## src/rtl/fp32_pkg.sv

```systemverilog
// Shared binary32 definitions: field widths, special encodings, and the
// unpacked-operand view used by the floating-point datapaths.
package fp32_pkg;

  localparam int EXP_W   = 8;
  localparam int MAN_W   = 23;
  localparam int BIAS    = 127;
  localparam int SIG_W   = MAN_W + 1;
  localparam int EXP_MAX = 2 * BIAS + 1;

  localparam logic [31:0] QNAN    = 32'h7FC0_0000;
  localparam logic [31:0] POS_INF = 32'h7F80_0000;

  typedef struct packed {
    logic             sign;
    logic [EXP_W-1:0] exp;
    logic [SIG_W-1:0] sig;
    logic             is_zero;
    logic             is_inf;
    logic             is_nan;
  } fp_unpacked_t;

  // Magnitude-ordered operand as carried between pipeline stages.
  typedef struct packed {
    logic             sign;
    logic [EXP_W-1:0] exp;
    logic [SIG_W-1:0] sig;
  } fp_mag_t;

  // Subnormals classify as zero, so their significand is forced to zero.
  function automatic fp_unpacked_t fp_unpack(input logic [31:0] x);
    fp_unpacked_t u;
    u.sign    = x[31];
    u.exp     = x[30:23];
    u.is_zero = (u.exp == '0);
    u.is_inf  = (u.exp == '1) && (x[22:0] == '0);
    u.is_nan  = (u.exp == '1) && (x[22:0] != '0);
    u.sig     = u.is_zero ? '0 : {1'b1, x[22:0]};
    return u;
  endfunction

endpackage

```

## src/rtl/fp_lzc.sv

```systemverilog
// 26-bit leading-zero counter; an all-zero input reports 26.
module fp_lzc (
  input  logic [25:0] data,
  output logic [4:0]  count
);

  // Scanning upward lets the most significant set bit win.
  always_comb begin
    count = 5'd26;
    for (int i = 0; i < 26; i++) begin
      if (data[i]) count = 5'(25 - i);
    end
  end

endmodule

```

## src/rtl/add_floating.sv

```systemverilog
// Four-stage binary32 adder with RNE rounding, flush-to-zero on subnormals,
// and an input capture register ahead of the arithmetic stages.
module add_floating
  import fp32_pkg::*;
(
  input  logic        aclk,
  input  logic        areset,
  input  logic        s_axis_a_tvalid,
  output logic        s_axis_a_tready,
  input  logic [31:0] s_axis_a_tdata,
  input  logic        s_axis_b_tvalid,
  output logic        s_axis_b_tready,
  input  logic [31:0] s_axis_b_tdata,
  output logic        m_axis_result_tvalid,
  output logic [31:0] m_axis_result_tdata
);

  assign s_axis_a_tready = ~areset;
  assign s_axis_b_tready = ~areset;

  logic        s0_valid, s1_valid, s2_valid, s3_valid;
  logic [31:0] s0_a, s0_b;

  // Stage 1: unpack, classify, order by magnitude.
  fp_unpacked_t ua, ub;
  fp_mag_t      big_c, small_c;
  logic         special_c;
  logic [31:0]  special_val_c;

  always_comb begin
    ua            = fp_unpack(s0_a);
    ub            = fp_unpack(s0_b);
    special_c     = 1'b1;
    special_val_c = QNAN;
    if ({ua.exp, ua.sig} >= {ub.exp, ub.sig}) begin
      big_c   = {ua.sign, ua.exp, ua.sig};
      small_c = {ub.sign, ub.exp, ub.sig};
    end else begin
      big_c   = {ub.sign, ub.exp, ub.sig};
      small_c = {ua.sign, ua.exp, ua.sig};
    end
    if (ua.is_nan || ub.is_nan || (ua.is_inf && ub.is_inf && (ua.sign != ub.sign)))
      special_val_c = QNAN;
    else if (ua.is_inf)
      special_val_c = POS_INF | {ua.sign, 31'b0};
    else if (ub.is_inf)
      special_val_c = POS_INF | {ub.sign, 31'b0};
    else if (ua.is_zero && ub.is_zero)
      special_val_c = {ua.sign & ub.sign, 31'b0};
    else
      special_c = 1'b0;
  end

  fp_mag_t     s1_big, s1_small;
  logic        s1_special;
  logic [31:0] s1_special_val;

  // Stage 2: align the smaller significand, keeping guard, round and sticky.
  logic [EXP_W-1:0] diff;
  logic [49:0]      shifted;
  logic [26:0]      small_ext_c;

  always_comb begin
    diff    = s1_big.exp - s1_small.exp;
    shifted = {s1_small.sig, 26'b0} >> diff;
    if (diff > 8'd26)
      small_ext_c = {26'b0, |s1_small.sig};
    else
      small_ext_c = {shifted[49:24], |shifted[23:0]};
  end

  logic             s2_sign, s2_eff_sub, s2_special;
  logic [EXP_W-1:0] s2_exp;
  logic [SIG_W-1:0] s2_big_sig;
  logic [26:0]      s2_small_ext;
  logic [31:0]      s2_special_val;

  // Stage 3: add or subtract; the larger magnitude leads, so no sign flip.
  logic [27:0] sum_c;
  logic [4:0]  lzc_c;

  always_comb begin
    if (s2_eff_sub)
      sum_c = {1'b0, s2_big_sig, 3'b000} - {1'b0, s2_small_ext};
    else
      sum_c = {1'b0, s2_big_sig, 3'b000} + {1'b0, s2_small_ext};
  end

  // Below bit 2 a nonzero sum only arises when alignment kept no low bits.
  fp_lzc u_lzc (
    .data  (sum_c[27:2]),
    .count (lzc_c)
  );

  logic             s3_sign, s3_special;
  logic [EXP_W-1:0] s3_exp;
  logic [27:0]      s3_sum;
  logic [4:0]       s3_lzc;
  logic [31:0]      s3_special_val;

  // Stage 4: normalise so the leading one sits at bit 27, round, pack.
  logic [27:0]       norm;
  logic              round_up;
  logic [23:0]       rounded;
  logic signed [9:0] exp_n;
  logic [31:0]       result_c;

  always_comb begin
    norm     = s3_sum << s3_lzc;
    round_up = norm[3] & ((|norm[2:0]) | norm[4]);
    rounded  = {1'b0, norm[26:4]} + 24'(round_up);
    exp_n    = $signed({2'b00, s3_exp}) + 10'sd1 - $signed({5'b00000, s3_lzc})
             + $signed({9'd0, rounded[23]});
    if (s3_special)
      result_c = s3_special_val;
    else if (!norm[27])
      result_c = '0;
    else if (exp_n >= 10'(EXP_MAX))
      result_c = POS_INF | {s3_sign, 31'b0};
    else if (exp_n <= 10'sd0)
      result_c = {s3_sign, 31'b0};
    else
      result_c = {s3_sign, exp_n[7:0], rounded[22:0]};
  end

  always_ff @(posedge aclk or posedge areset) begin
    if (areset) begin
      s0_valid             <= 1'b0;
      s1_valid             <= 1'b0;
      s2_valid             <= 1'b0;
      s3_valid             <= 1'b0;
      m_axis_result_tvalid <= 1'b0;
      m_axis_result_tdata  <= '0;
    end else begin
      s0_valid             <= s_axis_a_tvalid & s_axis_b_tvalid;
      s1_valid             <= s0_valid;
      s2_valid             <= s1_valid;
      s3_valid             <= s2_valid;
      m_axis_result_tvalid <= s3_valid;
      if (s3_valid) m_axis_result_tdata <= result_c;
    end
  end

  // NOTE: datapath registers carry no reset; the valid chain alone decides
  // whether their contents are ever observed.
  always_ff @(posedge aclk) begin
    s0_a           <= s_axis_a_tdata;
    s0_b           <= s_axis_b_tdata;
    s1_big         <= big_c;
    s1_small       <= small_c;
    s1_special     <= special_c;
    s1_special_val <= special_val_c;
    s2_sign        <= s1_big.sign;
    s2_eff_sub     <= s1_big.sign ^ s1_small.sign;
    s2_exp         <= s1_big.exp;
    s2_big_sig     <= s1_big.sig;
    s2_small_ext   <= small_ext_c;
    s2_special     <= s1_special;
    s2_special_val <= s1_special_val;
    s3_sign        <= s2_sign;
    s3_exp         <= s2_exp;
    s3_sum         <= sum_c;
    s3_lzc         <= lzc_c;
    s3_special     <= s2_special;
    s3_special_val <= s2_special_val;
  end

endmodule

```

## config.mk

```make
export PLATFORM = sky130hd
export DESIGN_NAME = add_floating
export DESIGN_NICKNAME = d
export VERILOG_FILES = /design/src/rtl/fp32_pkg.sv /design/src/rtl/fp_lzc.sv /design/src/rtl/add_floating.sv
export SDC_FILE = /design/constraint.sdc
export NUM_CORES = 1
export LEC_CHECK = 0
export CAP_MARGIN = 30
export CORE_UTILIZATION = 30
export CTS_CLUSTER_DIAMETER = 50
export DETAILED_ROUTE_END_ITERATION = 10
export PLACE_DENSITY = 0.47
export SLEW_MARGIN = 5
export SYNTH_ARGS = -nofsm -noshare
export SYNTH_HDL_FRONTEND = slang
export SYNTH_SLANG_ARGS = --single-unit
```

## constraint.sdc

```tcl
create_clock -name aclk -period 17.3 [get_ports aclk]
set_clock_uncertainty 0.05 [all_clocks]
set_input_delay 5.19 -clock aclk [delete_from_list [all_inputs] [get_ports aclk]]
set_output_delay 5.19 -clock aclk [all_outputs]
set_load 0.02 [all_outputs]
```

# Word level (Yosys, flattened, before mapping)
# Index checks and enable logic that the tools add are counted.
# Widths: inputs -> output; s select.
dict set report op_classes {
  n_addsub 7
  n_lt_le_gt_ge 4
  n_eq_ne 3
  shift 2
  muxes 39
  bitwise 6
  reduce_logical 23
}
# op count
set op_table {}
lappend op_table {{$mux 32} 5}
lappend op_table {{$mux 33} 2}
lappend op_table {{$mux 4} 16}
lappend op_table {{$mux 31} 2}
lappend op_table {{$shr 50x8->50} 1}
lappend op_table {{$mux 24} 2}
lappend op_table {{$reduce_or 24->1} 2}
lappend op_table {{$logic_not 23->1} 2}
lappend op_table {{$reduce_bool 23->1} 2}
lappend op_table {{$ge 32x32->1} 1}
lappend op_table {{$add 27x27->28} 1}
lappend op_table {{$mux 28} 1}
lappend op_table {{$shl 28x5->28} 1}
lappend op_table {{$sub 27x27->28} 1}
lappend op_table {{$add 23x1->24} 1}
lappend op_table {{$eq 8x8->1 const B} 2}
lappend op_table {{$logic_not 8->1} 2}
lappend op_table {{$reduce_or 16->1} 1}
lappend op_table {{$mux 3} 4}
lappend op_table {{$add 10x2->10} 1}
lappend op_table {{$ge 10x9->1 const B} 1}
lappend op_table {{$le 10x1->1 const B} 1}
lappend op_table {{$sub 9x5->10} 1}
lappend op_table {{$add 8x1->9 const B} 1}
lappend op_table {{other kinds (15)} 30}
dict set report word_totals {
  ff_bits 369
  in_bits 68
  output_inout_bits 35
  word_cells 119
}

# Longest topological paths before layout
dict set report logic_depth {
  ltp_word 27
  ltp_mapped 27
  ltp_nobuf 22
}

# Hierarchy
# Synthesis repeated with hierarchy kept, for this count alone.
dict set report unflattened {
  hier_cells 1595
  hier_area_um2 15327.2
}
# module n_inst cells_each area_per_inst_um2
set modules_own_cells {}
lappend modules_own_cells {add_floating 1 1545 15048.2}
lappend modules_own_cells {fp_lzc 1 50 279.0}

# Worst setup path after synthesis
# No wires, ideal clock.
dict set report synth_path {
  path_type {in2out}
  startpoint {input areset}
  endpoint {output s_axis_b_tready}
  arrival_time_ns 6.387
  t_required_ns 12.060
  setup_slack_ns 5.673
  cell_stages 2
  n_path_buf 1
  path_cell_list {inv_1 buf_4}
}
dict set report synth_via {
  elab_chain_len 1
}
# element line
set synth_lines {}
lappend synth_lines {{from (decl)} add_floating.sv:7} ;# input logic areset,
lappend synth_lines {{$not 1->1} add_floating.sv:19} ;# assign s_axis_b_tready = ~areset;
lappend synth_lines {{to (decl)} add_floating.sv:12} ;# output logic s_axis_b_tready,
# Every way passes these cells.

# Worst setup path after layout
dict set report layout_path {
  startpoint {input areset}
  endpoint {output s_axis_a_tready}
}
dict set report layout_via {
  elab_chain_len 1
}
# element line
set layout_lines {}
lappend layout_lines {{$not 1->1} add_floating.sv:18} ;# assign s_axis_a_tready = ~areset;
lappend layout_lines {{to (decl)} add_floating.sv:9} ;# output logic s_axis_a_tready,
# Every way passes these cells.

==> flow_summary.toml <==
[status]
status = "finished, final reports clean"

[critical_path]
r2r_start = "s3_lzc[3]"
critPathMaxStageDelay_ns = 0.70
path_common_cell = "clkdlybuf4s50_1"
critPathSlowestCell = "clkdlybuf4s50_1"
crit_family = "buffers and inverters"
worst-setup-path-type = "in2out"
cp.arrival_ns = 6.76
critPathLaunchType = "primary input"
crit_chain = "clkdlybuf4s50_1, inv_1, buf_4, clkdlybuf4s50_1"
crit_required_ns = 12.06
critPathLaunch = "areset"
end_kind = "primary output"
crit_fanout = 39
path_buf_inv = 4

[pwr]
swShare = 0.385
p_clk_frac = 0.266
power_density_nw_per_um2 = 156
leakagePower_uw = 0.00773
p_switching_uw = 1100
seqPwrFrac = 0.299
ir_drop_v = 0.0000678
cellInternalPower_uw = 1760
share_comb_of_total_power = 0.436

[clock_network]
cts_made_buffers = 38
cts_htree_levels = 2
cts-resized-gates = 0
clock_path_buffers = 3
clkSinkCount = 282
cts_hold_buf = 0
path_clk_slew_ns = 0.05
post_cts_buffers = 0
cts.root.buffer_cell = "clkbuf_16"
tritoncts = "yes"
clkLatencyLatePin_ns = 0.55

[logic_synthesis]
avgSynthCellArea_um2 = 9.32
yosysSeqAreaShare = 0.378
synth_area_um2 = 15400
synth_top_area_cell = "dfxtp_1"
synth_edf_count = 0
yosys.cell_count.top_type = "dfxtp_1"
netlist.area_leader.share = 0.318
ys_types = 96
async_flop_share = 0.131
synth_area_leaders = "dfxtp_1 32%, ha_1 8.4%, mux2i_1 6.1%"
synth_warnings = 0
syn_nets = 1829
postSynthCellCount = 1654
ys_top_cells_by_count = "245 x dfxtp_1, 160 x nand2_1, 142 x inv_1, 114 x nor2_1, 103 x ha_1"
synth-seq-cells = 282
ys.flop_type = "dfxtp_1"

[timing]
fin_crit_sh = 0.694
timing.hold.ws_ns = 0.275
fmax_ghz = 0.0833
slew_headroom = 0.438
setup-violations-final = 0
worst_pin_slew_ns = 0.842
rsz0062_at_grt = "false"
fin_setup_tns_ns = 0
slew_violations = 0
hold_viol_final = 0
fin_crit_ns = 12.00

[route]
drt_iter0_markers = 543
routedWlPerCell_um = 16.1
final_antenna_net_count = 0
vias = 12061
drt-total-wl_um = 39400
viasPerCell = 4.94
drt_first_pass_iters = 5
drc = 0

[global_route]
grt-ovfl-total = 0
grt_pass1_wl_um = 64000
antenna_found_initial = 0
grt_start_max_net_pins = 49
grt_use_total = 0.150
first_global_vias = 12129

[min_path]
worstHoldPathType = "reg2reg"
hp-start = "s1_big[0]"

[floorplanning]
initial_core_util = 0.306
die_area_um2 = 52300
ios = 103
core_area_um2 = 50400
rows = 82
die_h_um = 229
die_w_um = 229

[place]
placed_cell_area_um2 = 17100
dpl.hpwl_um = 30700
dp_cells = 2370
port_buffers = 102
finalWeightedCongestion = 0.863

[layout]
syn2layout_area_growth_pct = 19.2
design_area_um2 = 18400
instances_no_fill = 2440
n_fill_cell = 5119
diodes = 0
fin_nets = 1914
drive_gt1_frac = 0.0973

[flow_run]
drv_cap = 0
## final cells by class
class,count,area [um^2],share of cell area
Timing Repair Buffer,118,1160,0.0632
Tap cell,672,841,0.0458
Multi-Input combinational cell,1153,8730,0.475
Clock buffer,48,1080,0.0588
Clock inverter,21,175,0.00954
Inverter,146,548,0.0298
Sequential cell,282,5830,0.317
## power by group through the flow
stage | registers (uW) | logic, uW | clock network [uW]
after global placement | 877 | 1230 | 0
final | 856 | 1250 | 761
after global routing | 874 | 1380 | 810
after detailed placement | 881 | 1230 | 0
after floorplan | 873 | 887 | 0
after CTS | 867 | 1240 | 787
## cells in the final DEF (no fill, tap or decap), types with 37 or more instances in the layout
| cell type | instances |
|---|---|
| a21oi_1 | 94 |
| clkbuf_16 | 40 |
| clkdlybuf4s50_1 | 102 |
| dfrtp_1 | 37 |
| dfxtp_1 | 244 |
| ha_1 | 103 |
| inv_1 | 142 |
| mux2i_1 | 94 |
| nand2_1 | 160 |
| nor2_1 | 114 |
| o21ai_0 | 50 |
| xnor2_1 | 39 |
## per-stage QoR
stage	setup slack (ns)	power (uW)	util
floorplan	5.67	1760	-
global placement	5.25	2110	0.339
detailed placement	5.24	2110	0.339
CTS	5.24	2890	0.364
global route	5.16	3060	0.365
finish	5.30	2860	0.365
## metal layers
metal | track usage | part of all wire | up-vias
met2 | 0.249 | 0.46 | 205
met5 | 0 | 0 | -
met4 | 0.0570 | 0.029 | 0
met3 | 0.0225 | 0.034 | 70
met1 | 0.197 | 0.48 | 5692
li1 | - | - | 6094
## flip-flops by register name, summed over array words and instances (netlist names), 3 cells and up
name	count
s2_small_ext	27
s3_special_val	3
s2_exp	8
s2_big_sig	24
s0_b	32
s1_big	33
m_axis_result_tdata	32
s3_lzc	5
s1_special_val	3
s3_sum	28
s0_a	32
s2_special_val	3
s3_exp	8
s1_small	33
## worst register-to-register path: cells and delay by family (launching register included)
family | cells | cell delay (ns)
AOI/OAI and AO/OA | 7 | 1.67
adders and majority gates | 3 | 0.76
buffers and inverters | 2 | 0.62
DFF | 1 | 0.79
and+or+nand+nor | 8 | 2.30
## final timing paths
kind                                      endpoint  slack (ns)  cells after the start
min                                  s2_big_sig[0]        0.27                      0
max                                s_axis_a_tready        5.30                      4
max in group asynchronous   m_axis_result_tdata[3]       11.83                      3
min in group asynchronous  m_axis_result_tdata[26]        5.01                      3
max reg2reg                m_axis_result_tdata[14]       11.00                     20
min reg2reg                          s2_big_sig[0]        0.27                      0
## cells by family after synthesis
group	count (synthesis)	synth area share
compound gates	346	0.157
xor+xnor	58	0.0335
fa+ha+maj	107	0.0888
buf+inv	219	0.0566
flops	282	0.378
mux	166	0.138
simple gates	476	0.148
Power figures use the tool's default switching activity.
